**src/rtl/rx_logic.sv**
```systemverilog
// Receive side of a router port: one holding slot per link direction, drained
// round-robin into the node input FIFO using the same ena/busy handshake as the transmitters.
`ifndef SIZE
`define SIZE 8
`endif

module rx_logic #(
   parameter int SIZE = `SIZE
) (
   input  logic            clk,
   input  logic            reset,
   input  logic            n_ena,
   input  logic [SIZE-1:0] n_item,
   output logic            n_busy,
   input  logic            s_ena,
   input  logic [SIZE-1:0] s_item,
   output logic            s_busy,
   input  logic            e_ena,
   input  logic [SIZE-1:0] e_item,
   output logic            e_busy,
   input  logic            w_ena,
   input  logic [SIZE-1:0] w_item,
   output logic            w_busy,
   input  logic            l_ena,
   input  logic [SIZE-1:0] l_item,
   output logic            l_busy,
   input  logic            full,
   output logic            write,
   output logic [SIZE-1:0] item_out
);

   localparam logic [2:0] DIR_LAST = 3'd4;

   logic [SIZE-1:0] slot    [5];
   logic [SIZE-1:0] item_in [5];
   logic [4:0]      valid;
   logic [4:0]      ena;
   logic [2:0]      rr_ptr;
   logic [2:0]      grant;
   logic            found;
   logic [3:0]      cand;

   // Direction index order: N=0, S=1, E=2, W=3, L=4.
   assign ena        = {l_ena, w_ena, e_ena, s_ena, n_ena};
   assign item_in[0] = n_item;
   assign item_in[1] = s_item;
   assign item_in[2] = e_item;
   assign item_in[3] = w_item;
   assign item_in[4] = l_item;

   assign n_busy = valid[0] | reset;
   assign s_busy = valid[1] | reset;
   assign e_busy = valid[2] | reset;
   assign w_busy = valid[3] | reset;
   assign l_busy = valid[4] | reset;

   // First valid slot at or after rr_ptr, walking cyclically through the five directions.
   always_comb begin
      grant = rr_ptr;
      found = 1'b0;
      cand  = 4'd0;
      for (int i = 0; i < 5; i++) begin
         cand = {1'b0, rr_ptr} + 4'(i);
         if (cand >= 4'd5) begin
            cand = cand - 4'd5;
         end
         if (!found && valid[cand[2:0]]) begin
            found = 1'b1;
            grant = cand[2:0];
         end
      end
   end

   assign write    = found & ~full & ~reset;
   assign item_out = slot[grant];

   always_ff @(posedge clk) begin
      if (reset) begin
         valid  <= '0;
         rr_ptr <= 3'd0;
      end else begin
         for (int d = 0; d < 5; d++) begin
            if (write && grant == 3'(d)) begin
               valid[d] <= 1'b0;
            end else if (ena[d] && !valid[d]) begin
               valid[d] <= 1'b1;
            end
         end
         if (write) begin
            rr_ptr <= (grant == DIR_LAST) ? 3'd0 : grant + 3'd1;
         end
      end
   end

   // Slot data needs no reset; a strobe into an occupied slot leaves it untouched.
   always_ff @(posedge clk) begin
      for (int d = 0; d < 5; d++) begin
         if (ena[d] && !valid[d]) begin
            slot[d] <= item_in[d];
         end
      end
   end

endmodule

```
**config.mk**
```make
export PLATFORM = sky130hd
export DESIGN_NAME = rx_logic
export DESIGN_NICKNAME = d
export VERILOG_FILES = /design/src/rtl/rx_logic.sv
export SDC_FILE = /design/constraint.sdc
export NUM_CORES = 1
export LEC_CHECK = 0
export ABC_AREA = 0
export ABC_CLOCK_PERIOD_IN_PS = 5900
export BUFFER_PORTS_ARGS = -buffer_cell sky130_fd_sc_hd__buf_4
export CAP_MARGIN = 40
export CORE_ASPECT_RATIO = 1.4
export CORE_UTILIZATION = 50
export DETAILED_ROUTE_END_ITERATION = 10
export HOLD_SLACK_MARGIN = 0.06
export PLACE_DENSITY_LB_ADDON = 0.08
export SYNTH_ARGS = -nofsm -noshare
export SYNTH_HDL_FRONTEND = slang
export SYNTH_SLANG_ARGS = --single-unit
export TNS_END_PERCENT = 50
```
**constraint.sdc**
```tcl
create_clock -name clk -period 5.9 [get_ports clk]
set_clock_uncertainty 0.15 [all_clocks]
set_input_delay 1.18 -clock clk [delete_from_list [all_inputs] [get_ports clk]]
set_output_delay 1.18 -clock clk [all_outputs]
set_load 0.005 [all_outputs]
```
After elaboration in Yosys (flattened, before gate mapping)
Memory sizes are Yosys's and may differ from the RTL's. Index checks and enable logic that the tools add are counted.

Memories kept: 1. Register bits after elaboration: 8. Bits in writable memories: 40. Output and inout port bits: 14. Word-level logic and storage cells: 105.

Memory list: slot (depth 5, bits a word 8, rd ports 1, clocked after Yosys merged registers in 0, wr ports 5, line 34) `logic [SIZE-1:0] slot [5];`.

$lt $le $gt $ge: 10. Muxes and demuxes: 36. Bitwise operators: 9. Equality and inequality tests: 4. Add/subtract/negate cells: 10. Reduce and logical (&&, ||, !) cells: 29.

Operators by type and width (number): $mux W3 (11); $lt A3 B4 Y1 const B (5); $mux W1 (20); $ge A4 B3 Y1 const B (4); $bmux W1 S3 (5); $sub A3 B3 Y3 const B (5); $logic_and A1 B1 Y1 (14); $reduce_or A2 Y1 (5); $logic_not A1 Y1 (9); $add A3 B2 Y4 const B (2); $eq A3 B2 Y1 const B (2); $or A1 B1 Y1 (5); $add A3 B1 Y4 const B (1); $add A3 B3 Y4 const B (1); $add A3 B1 Y3 const B (1); $eq A3 B1 Y1 const B (1); $eq A3 B3 Y1 const B (1); $ge A3 B3 Y1 const B (1); $logic_not A3 Y1 (1); $and A1 B1 Y1 (2); $not A1 Y1 (2).

Logic depth before layout (Yosys ltp)
Gate-level depths: netlist of run 1.

Depth in word-level cells: 21. Mapped depth: 20. Depth with buffers taken out: 16.

Least setup slack after synthesis of run 1
Ideal clock, no wire load.

Kind: reg2out. Start: reg rr_ptr[0]. End: out item_out[1]. Stages on the path, launching flop included: 17. Path buffers: 4. Data arrival time: 3.530 ns. Required time: 4.570 ns. Path slack: 1.040 ns. Cell sequence: dfxtp_1 > buf_6 > inv_2 > buf_2 > ha_1 > ha_1 > clkbuf_2 > a21oi_2 > mux2_2 > o31ai_2 > and4b_1 > nor4_1 > o41a_1 > a32o_1 > buf_6 > o221a_2 > o31ai_2.

Cells in the longest elaborated chain, start to end: 18. Elaborated cells on any way between the ends: 47. Those cells by class: 9 x add/sub; 5 x order compare; 24 x mux; 8 x reduce/logical; 1 x memory.

Ends and longest elaborated chain: start: declaration (line 38) `logic [2:0] rr_ptr;`; start signal: assignment (line 90) `rr_ptr <= (grant == DIR_LAST) ? 3'd0 : grant + 3'd1;`; parallel branches: the longest is 16 deep, another holds $add A3 B1 Y4; $mux W3 * (line 67) `if (!found && valid[cand[2:0]]) begin`; $mem_v2 Z5 W8 *; end: declaration (line 29) `output logic [SIZE-1:0] item_out`.

Every way passes the cells marked *. The select of a mux whose other input is x is not followed.

Worst setup path in the final report of run 1
Start: reg rr_ptr[0]. End: out item_out[7].

The elaborated chain is that of the path after synthesis.

==> impl_metrics.env, run 1 <==
export IMPL_status="completed"
export IMPL_placed_area_mm2=0.00382
export IMPL_power_density_mw_per_mm2=670
export IMPL_num_rows=35
export IMPL_p_leak_nw=1.58
export IMPL_stdcell_area_mm2=0.00391
export IMPL_netlist_instances=341
export IMPL_placed_cells=458
export IMPL_tightest_slew_ns=0.815
export IMPL_layoutNonFillerInstCount=466
export IMPL_p_clk_share_pct=7.1
export IMPL_cts_tree="yes"
export IMPL_final_util_pct=59.5
export IMPL_timing_rr_end="rr_ptr[2]"
export IMPL_num_vias=2777
export IMPL_cp_endpoint="item_out[7]"
export IMPL_io_buffers=61
export IMPL_drv_slew=0
export IMPL_max_stage_delay_ns=0.52
export IMPL_ys_async_sr_fraction_pct=0
export IMPL_diodes=0
export IMPL_grt_max_degree=29
export IMPL_syn_avg_cell_area_um2=9.97
export IMPL_dp_hpwl_um=6750
export IMPL_syn_nets=399
export IMPL_cts_max_level=2
export IMPL_clock_tree_buffer_depth=2
export IMPL_gr_total_overflow=0
export IMPL_path_delay_family="compound AO/OA/AOI/OAI gates"
export IMPL_die_h_um=99.5
export IMPL_synth_enable_flop_cells=40
export IMPL_hold_viol=0
export IMPL_p_int_mw=1.39
export IMPL_r2r_start="rr_ptr[0]"
export IMPL_reg2reg_slack_ns=1.44
export IMPL_synth_cell_types=77
export IMPL_dieWidth_um=71.7
export IMPL_first_global_vias=2741
export IMPL_swShare_pct=47.0
export IMPL_synth_top_cell_by_area="edfxtp_1"
export IMPL_crit_path_start_kind="flip-flop"
export IMPL_drt_total_wl_um=8420
export IMPL_wl_per_cell_um=18.1
export IMPL_grt_first_pass_wirelength_um=13500
export IMPL_startpoint="rr_ptr[0]"
export IMPL_clock_sinks=48
export IMPL_yosys_warnings=0
export IMPL_rsz0062_at_grt="false"
export IMPL_ff2ff_path_depth=15
export IMPL_pwr_share_comb_pct=75.5
export IMPL_grt_antenna_before_repair=0
export IMPL_cpMaxStageDelayCell="fa_1"
export IMPL_io_pins=62
export IMPL_path_clk_slew_ns=0.08
export IMPL_ys_top_cells_by_area="edfxtp_1 35%, o221a_2 5.3%, nand2_1 4.7%"
export IMPL_max_freq_mhz=180
export IMPL_pwr_share_seq_pct=17.4
export IMPL_cts_buffers=5
export IMPL_drtAntennaViolNets=0
export IMPL_synth_main_ff_cell="edfxtp_1"
export IMPL_path_class="reg2out"
export IMPL_ctsResizeCount=0
export IMPL_min_period_ns=5.55
export IMPL_cts_root_buffer="clkbuf_8"
export IMPL_finalCritPeriodShare_pct=94.0
export IMPL_finalSetupTns_ns=0
export IMPL_hold_class="reg2reg"
export IMPL_yosysSeqAreaShare_pct=40.1
export IMPL_netlist_area_leader_share_pct=35.3
export IMPL_die_area_mm2=0.00713
export IMPL_place_gp_congestion=0.980
export IMPL_layout_drive_gt1_share_pct=31.1
export IMPL_mostFrequentLayoutCell="buf_4"
export IMPL_cts_setup_buffers=0
export IMPL_crit_chain="inv_2 > ha_1 > inv_1 > fa_1 > nand2b_1 > o22a_1 > or4_1 > nand3_1 > nor4_1 > o41a_1 > a32o_1 > o221a_2 > o31ai_1 > buf_4"
export IMPL_setup_viol=0
export IMPL_drt_initial_drc_count=151
export IMPL_drc=0
export IMPL_cts_hold_buffers=0
export IMPL_relSlewSlack_pct=45.6
export IMPL_crit_cells=14
export IMPL_clk_latency_ns=0.30
export IMPL_critPathRequiredTime_ns=4.57
export IMPL_synth_seq_cells=48
export IMPL_final_cell_mix="66 x buf_4, 43 x nand2_1, 40 x edfxtp_1"
export IMPL_whs_ns=0.445
export IMPL_ir_drop_mv=0.610
export IMPL_core_area_mm2=0.00657
export IMPL_syn_area_mm2=0.00340
export IMPL_critPathMaxFanout=12
export IMPL_path_buf_inv=3
export IMPL_crit_arrival_ns=4.22
export IMPL_final_nets=449
export IMPL_grtUsageTotal_pct=24.9
export IMPL_drt_vias_per_instance=5.96
export IMPL_start_util_pct=51.7
export IMPL_firstDrtPassIters=4
export IMPL_end_kind="primary output"
export IMPL_area_growth_pct=15.1
export IMPL_power_switching_mw=1.23
export IMPL_max_cap_violations=0
-- metal layers --
layer,routed length (µm),part of all wire [%],vias up,track usage [%]
met5,0,0,-,0
met4,304,3.6,0,10.6
met3,342,4.1,21,3.85
met2,4740,56,89,47.8
met1,3030,36,1306,26.4
li1,-,-,1361,-
-- cell usage after synthesis, types with 3 or more instances --
library cell	n
edfxtp_1	40
and2b_1	3
nor3b_1	4
nand2_1	43
o31ai_2	9
clkbuf_1	3
buf_6	7
o221a_2	16
or3_1	3
buf_4	4
nand2b_1	9
nor3_1	4
o21ai_0	10
nor2b_1	10
ha_1	9
a211o_1	4
mux2_2	3
xnor2_1	6
dfxtp_1	8
o31ai_1	3
nand4_1	3
nand3_1	9
a21oi_1	9
mux2i_1	4
buf_2	7
inv_1	25
a211oi_1	6
nor2_1	16
-- kinds of logic (layout without fill, tap and decap cells) --
kind of cell / count (synthesis) / after routing / share of synthesized area [%]
adders and majority gates: 10 / 10 / 3.90
xor gates and xnor gates: 6 / 6 / 1.55
and+or+nand+nor: 128 / 128 / 20.2
buffers and inverters: 50 / 101 / 7.84
DFF: 48 / 48 / 40.1
AOI/OAI and AO/OA: 91 / 91 / 24.0
muxes: 8 / 8 / 2.50
-- worst register-to-register path, stage by stage, from the launching register on --
cell and delay, ns:
dfxtp_1 0.33, inv_2 0.17, ha_1 0.21, inv_1 0.05, fa_1 0.52, nand2b_1 0.26
o22a_1 0.26, or4_1 0.48, nand3_1 0.16, nor4_1 0.07, o41a_1 0.36, a32o_1 0.39
and2_1 0.22, ha_1 0.27, or3_1 0.38, o32ai_1 0.11
-- power by group through the flow --
stage | registers (mW) | logic, mW | clock network, mW
after global routing | 0.459 | 2.16 | 0.205
after global placement | 0.462 | 1.97 | 0
after CTS | 0.454 | 1.98 | 0.192
final | 0.455 | 1.98 | 0.186
after floorplan | 0.445 | 1.51 | 0
after detailed placement | 0.462 | 1.97 | 0
-- per-stage QoR --
step | setup WS [ns] | power (mW)
6_report | 0.351 | 2.62
2_1_floorplan | 1.04 | 1.95
3_5_place_dp | 0.646 | 2.44
5_1_grt | 0.0426 | 2.82
4_1_cts | 0.286 | 2.63
3_3_place_gp | 0.670 | 2.43
-- worst min-delay path by stage --
stage / startpoint / endpoint / slack, ns / depth (start not counted)
global placement: valid[2] / valid[2] / 0.43 / 2
global route: valid[2] / valid[2] / 0.49 / 2
finish: valid[2] / valid[2] / 0.45 / 2
CTS: valid[2] / valid[2] / 0.44 / 2
floorplan: valid[2] / valid[2] / 0.37 / 2
detailed placement: valid[2] / valid[2] / 0.42 / 2
-- cell type report --
type	count	area, µm²
sequential	48	1360
inverter	27	101
fill	595	2660
timing repair buffer	66	495
clock inverter	3	18.8
tap	74	92.6
multi-input combinational	243	1770
clock buffer	5	68.8
-- state kept, by name (all words and copies together), names as in the netlist --
| name | flops |
|---|---|
| valid | 5 |
| rr_ptr | 3 |
| slot | 40 |
No activity file was read; power rests on OpenSTA's default activity.
==> run 2: changes to the inputs <==
--- a/config.mk
+++ b/config.mk
@@ -13,7 +13,7 @@
 export CORE_UTILIZATION = 50
 export DETAILED_ROUTE_END_ITERATION = 10
 export HOLD_SLACK_MARGIN = 0.06
-export PLACE_DENSITY_LB_ADDON = 0.08
+export PLACE_DENSITY = 0.73
 export SYNTH_ARGS = -nofsm -noshare
 export SYNTH_HDL_FRONTEND = slang
 export SYNTH_SLANG_ARGS = --single-unit
==> run 2 against run 1 <==
- sequential power increased by 3%
- worst setup slack got worse by 0.077 ns
- clock-buffer cell count unchanged
- non-clock buffer count unchanged
- largest cell class unchanged
- global-route usage increased by 0.053 points
- combinational power about the same
- critical endpoint unchanged
- highest routed layer unchanged
- critical path type unchanged
- maximum frequency decreased by 1.4%
- total power increased by 1.5%
- clock power increased by 9.7%
- first-iteration DRC count increased by 8.6%
==> impl_metrics.env, run 2 (synthesis gave the netlist of run 1 again) <==
export IMPL_ctsResizeCount=0
export IMPL_cts_tree="yes"
export IMPL_critPathRequiredTime_ns=4.57
export IMPL_drv_slew=0
export IMPL_die_area_mm2=0.00713
export IMPL_path_buf_inv=2
export IMPL_firstDrtPassIters=5
export IMPL_place_gp_congestion=0.916
export IMPL_path_class="reg2out"
export IMPL_p_total_mw=2.66
export IMPL_final_nets=449
export IMPL_first_global_vias=2884
export IMPL_grt_max_degree=22
export IMPL_num_rows=35
export IMPL_largest_register_ffs=40
export IMPL_area_growth_pct=15.4
export IMPL_min_period_ns=5.63
export IMPL_dp_hpwl_um=6690
export IMPL_crit_chain="inv_2 > ha_1 > ha_1 > a21oi_2 > mux2_2 > o31ai_2 > and4b_1 > nor4_1 > o41a_1 > a32o_1 > o221a_2 > o31ai_1 > buf_4"
export IMPL_start_util_pct=51.7
export IMPL_cts_setup_buffers=0
export IMPL_grtUsageTotal_pct=25.0
export IMPL_grt_first_pass_wirelength_um=13700
export IMPL_num_vias=2836
export IMPL_regMostFlops="slot"
export IMPL_critPathMaxFanout=12
export IMPL_final_util_pct=59.7
export IMPL_grt_antenna_before_repair=0
export IMPL_finalCritPeriodShare_pct=95.4
export IMPL_cts_root_buffer="clkbuf_8"
export IMPL_rsz0062_at_grt="false"
export IMPL_p_leak_nw=1.59
export IMPL_drt_initial_drc_count=164
export IMPL_ir_drop_mv=0.489
export IMPL_hold_viol=0
export IMPL_setup_viol=0
export IMPL_clock_tree_buffer_depth=2
export IMPL_io_pins=62
export IMPL_mostFrequentLayoutCell="buf_4"
export IMPL_drt_total_wl_um=8410
export IMPL_clock_sinks=48
export IMPL_cp_common_cell="ha_1"
export IMPL_max_cap_violations=0
export IMPL_max_stage_delay_ns=0.43
export IMPL_path_clk_slew_ns=0.10
export IMPL_power_density_mw_per_mm2=679
export IMPL_crit_path_start_kind="flip-flop"
export IMPL_die_h_um=99.5
export IMPL_path_delay_family="compound AO/OA/AOI/OAI gates"
export IMPL_max_freq_mhz=178
export IMPL_finalSetupTns_ns=0
export IMPL_tightest_slew_ns=0.765
export IMPL_cpMaxStageDelayCell="dfxtp_2"
export IMPL_end_kind="primary output"
export IMPL_clk_latency_ns=0.31
export IMPL_cts_hold_buffers=0
export IMPL_gr_total_overflow=0
export IMPL_hold_class="reg2reg"
export IMPL_dieWidth_um=71.7
export IMPL_status="completed"
export IMPL_drc=0
export IMPL_drt_vias_per_instance=6.09
export IMPL_layout_drive_gt1_share_pct=31.9
export IMPL_cts_buffers=5
export IMPL_io_buffers=61
export IMPL_final_cell_mix="66 x buf_4, 43 x nand2_1, 40 x edfxtp_1"
export IMPL_diodes=0
export IMPL_cts_max_level=2
export IMPL_reg_largest_list="slot x40, valid x5, rr_ptr x3"
export IMPL_drtAntennaViolNets=0
export IMPL_wl_per_cell_um=18.0
export IMPL_core_area_mm2=0.00657
export IMPL_crit_arrival_ns=4.30
export IMPL_relSlewSlack_pct=48.9
run 2: worst paths after layout:
check	from	endpoint	slack (ns)	depth (start not counted)
worst max-delay path	rr_ptr[1]	item_out[7]	0.27	13
worst min register to register	valid[2]	valid[2]	0.50	2
worst max register to register	rr_ptr[1]	rr_ptr[2]	1.42	14
worst min-delay path	valid[2]	valid[2]	0.50	2
run 2: layout make-up:
type | count | area (µm²)
sequential | 48 | 1360
clock inverter | 3 | 25.0
timing repair buffer | 66 | 495
multi-input combinational | 243 | 1770
inverter | 27 | 101
fill | 578 | 2650
clock buffer | 5 | 68.8
tap | 74 | 92.6
run 2: layer usage:
layer | global-route usage [%] | wire length (µm)
met5 | 0 | 0
met4 | 14.8 | 458
met3 | 4.36 | 369
met2 | 45.0 | 4450
met1 | 26.9 | 3130
run 2: tightest hold or removal path, stage by stage (launching register included):
cell and delay, ns:
dfxtp_1 0.39, nor2_1 0.15, a211oi_1 0.06
run 2: power breakdown:
group          switching, mW  internal [mW]  total [mW]
clock                  0.117         0.0864       0.204
sequential            0.0489          0.419       0.468
combinational           1.09          0.901        1.99
total                   1.25           1.41        2.66
run 2: metrics by stage:
step | cell area, µm² | hold WS [ns] | setup slack, ns | std cells
final | 3920 | 0.497 | 0.274 | 466
after global routing | 3920 | 0.511 | 0.0762 | 466
after CTS | 3920 | 0.492 | 0.176 | 466
after detailed placement | 3820 | 0.478 | 0.536 | 458
after global placement | 3820 | 0.485 | 0.615 | 458
after floorplan | 3400 | 0.373 | 1.04 | 341
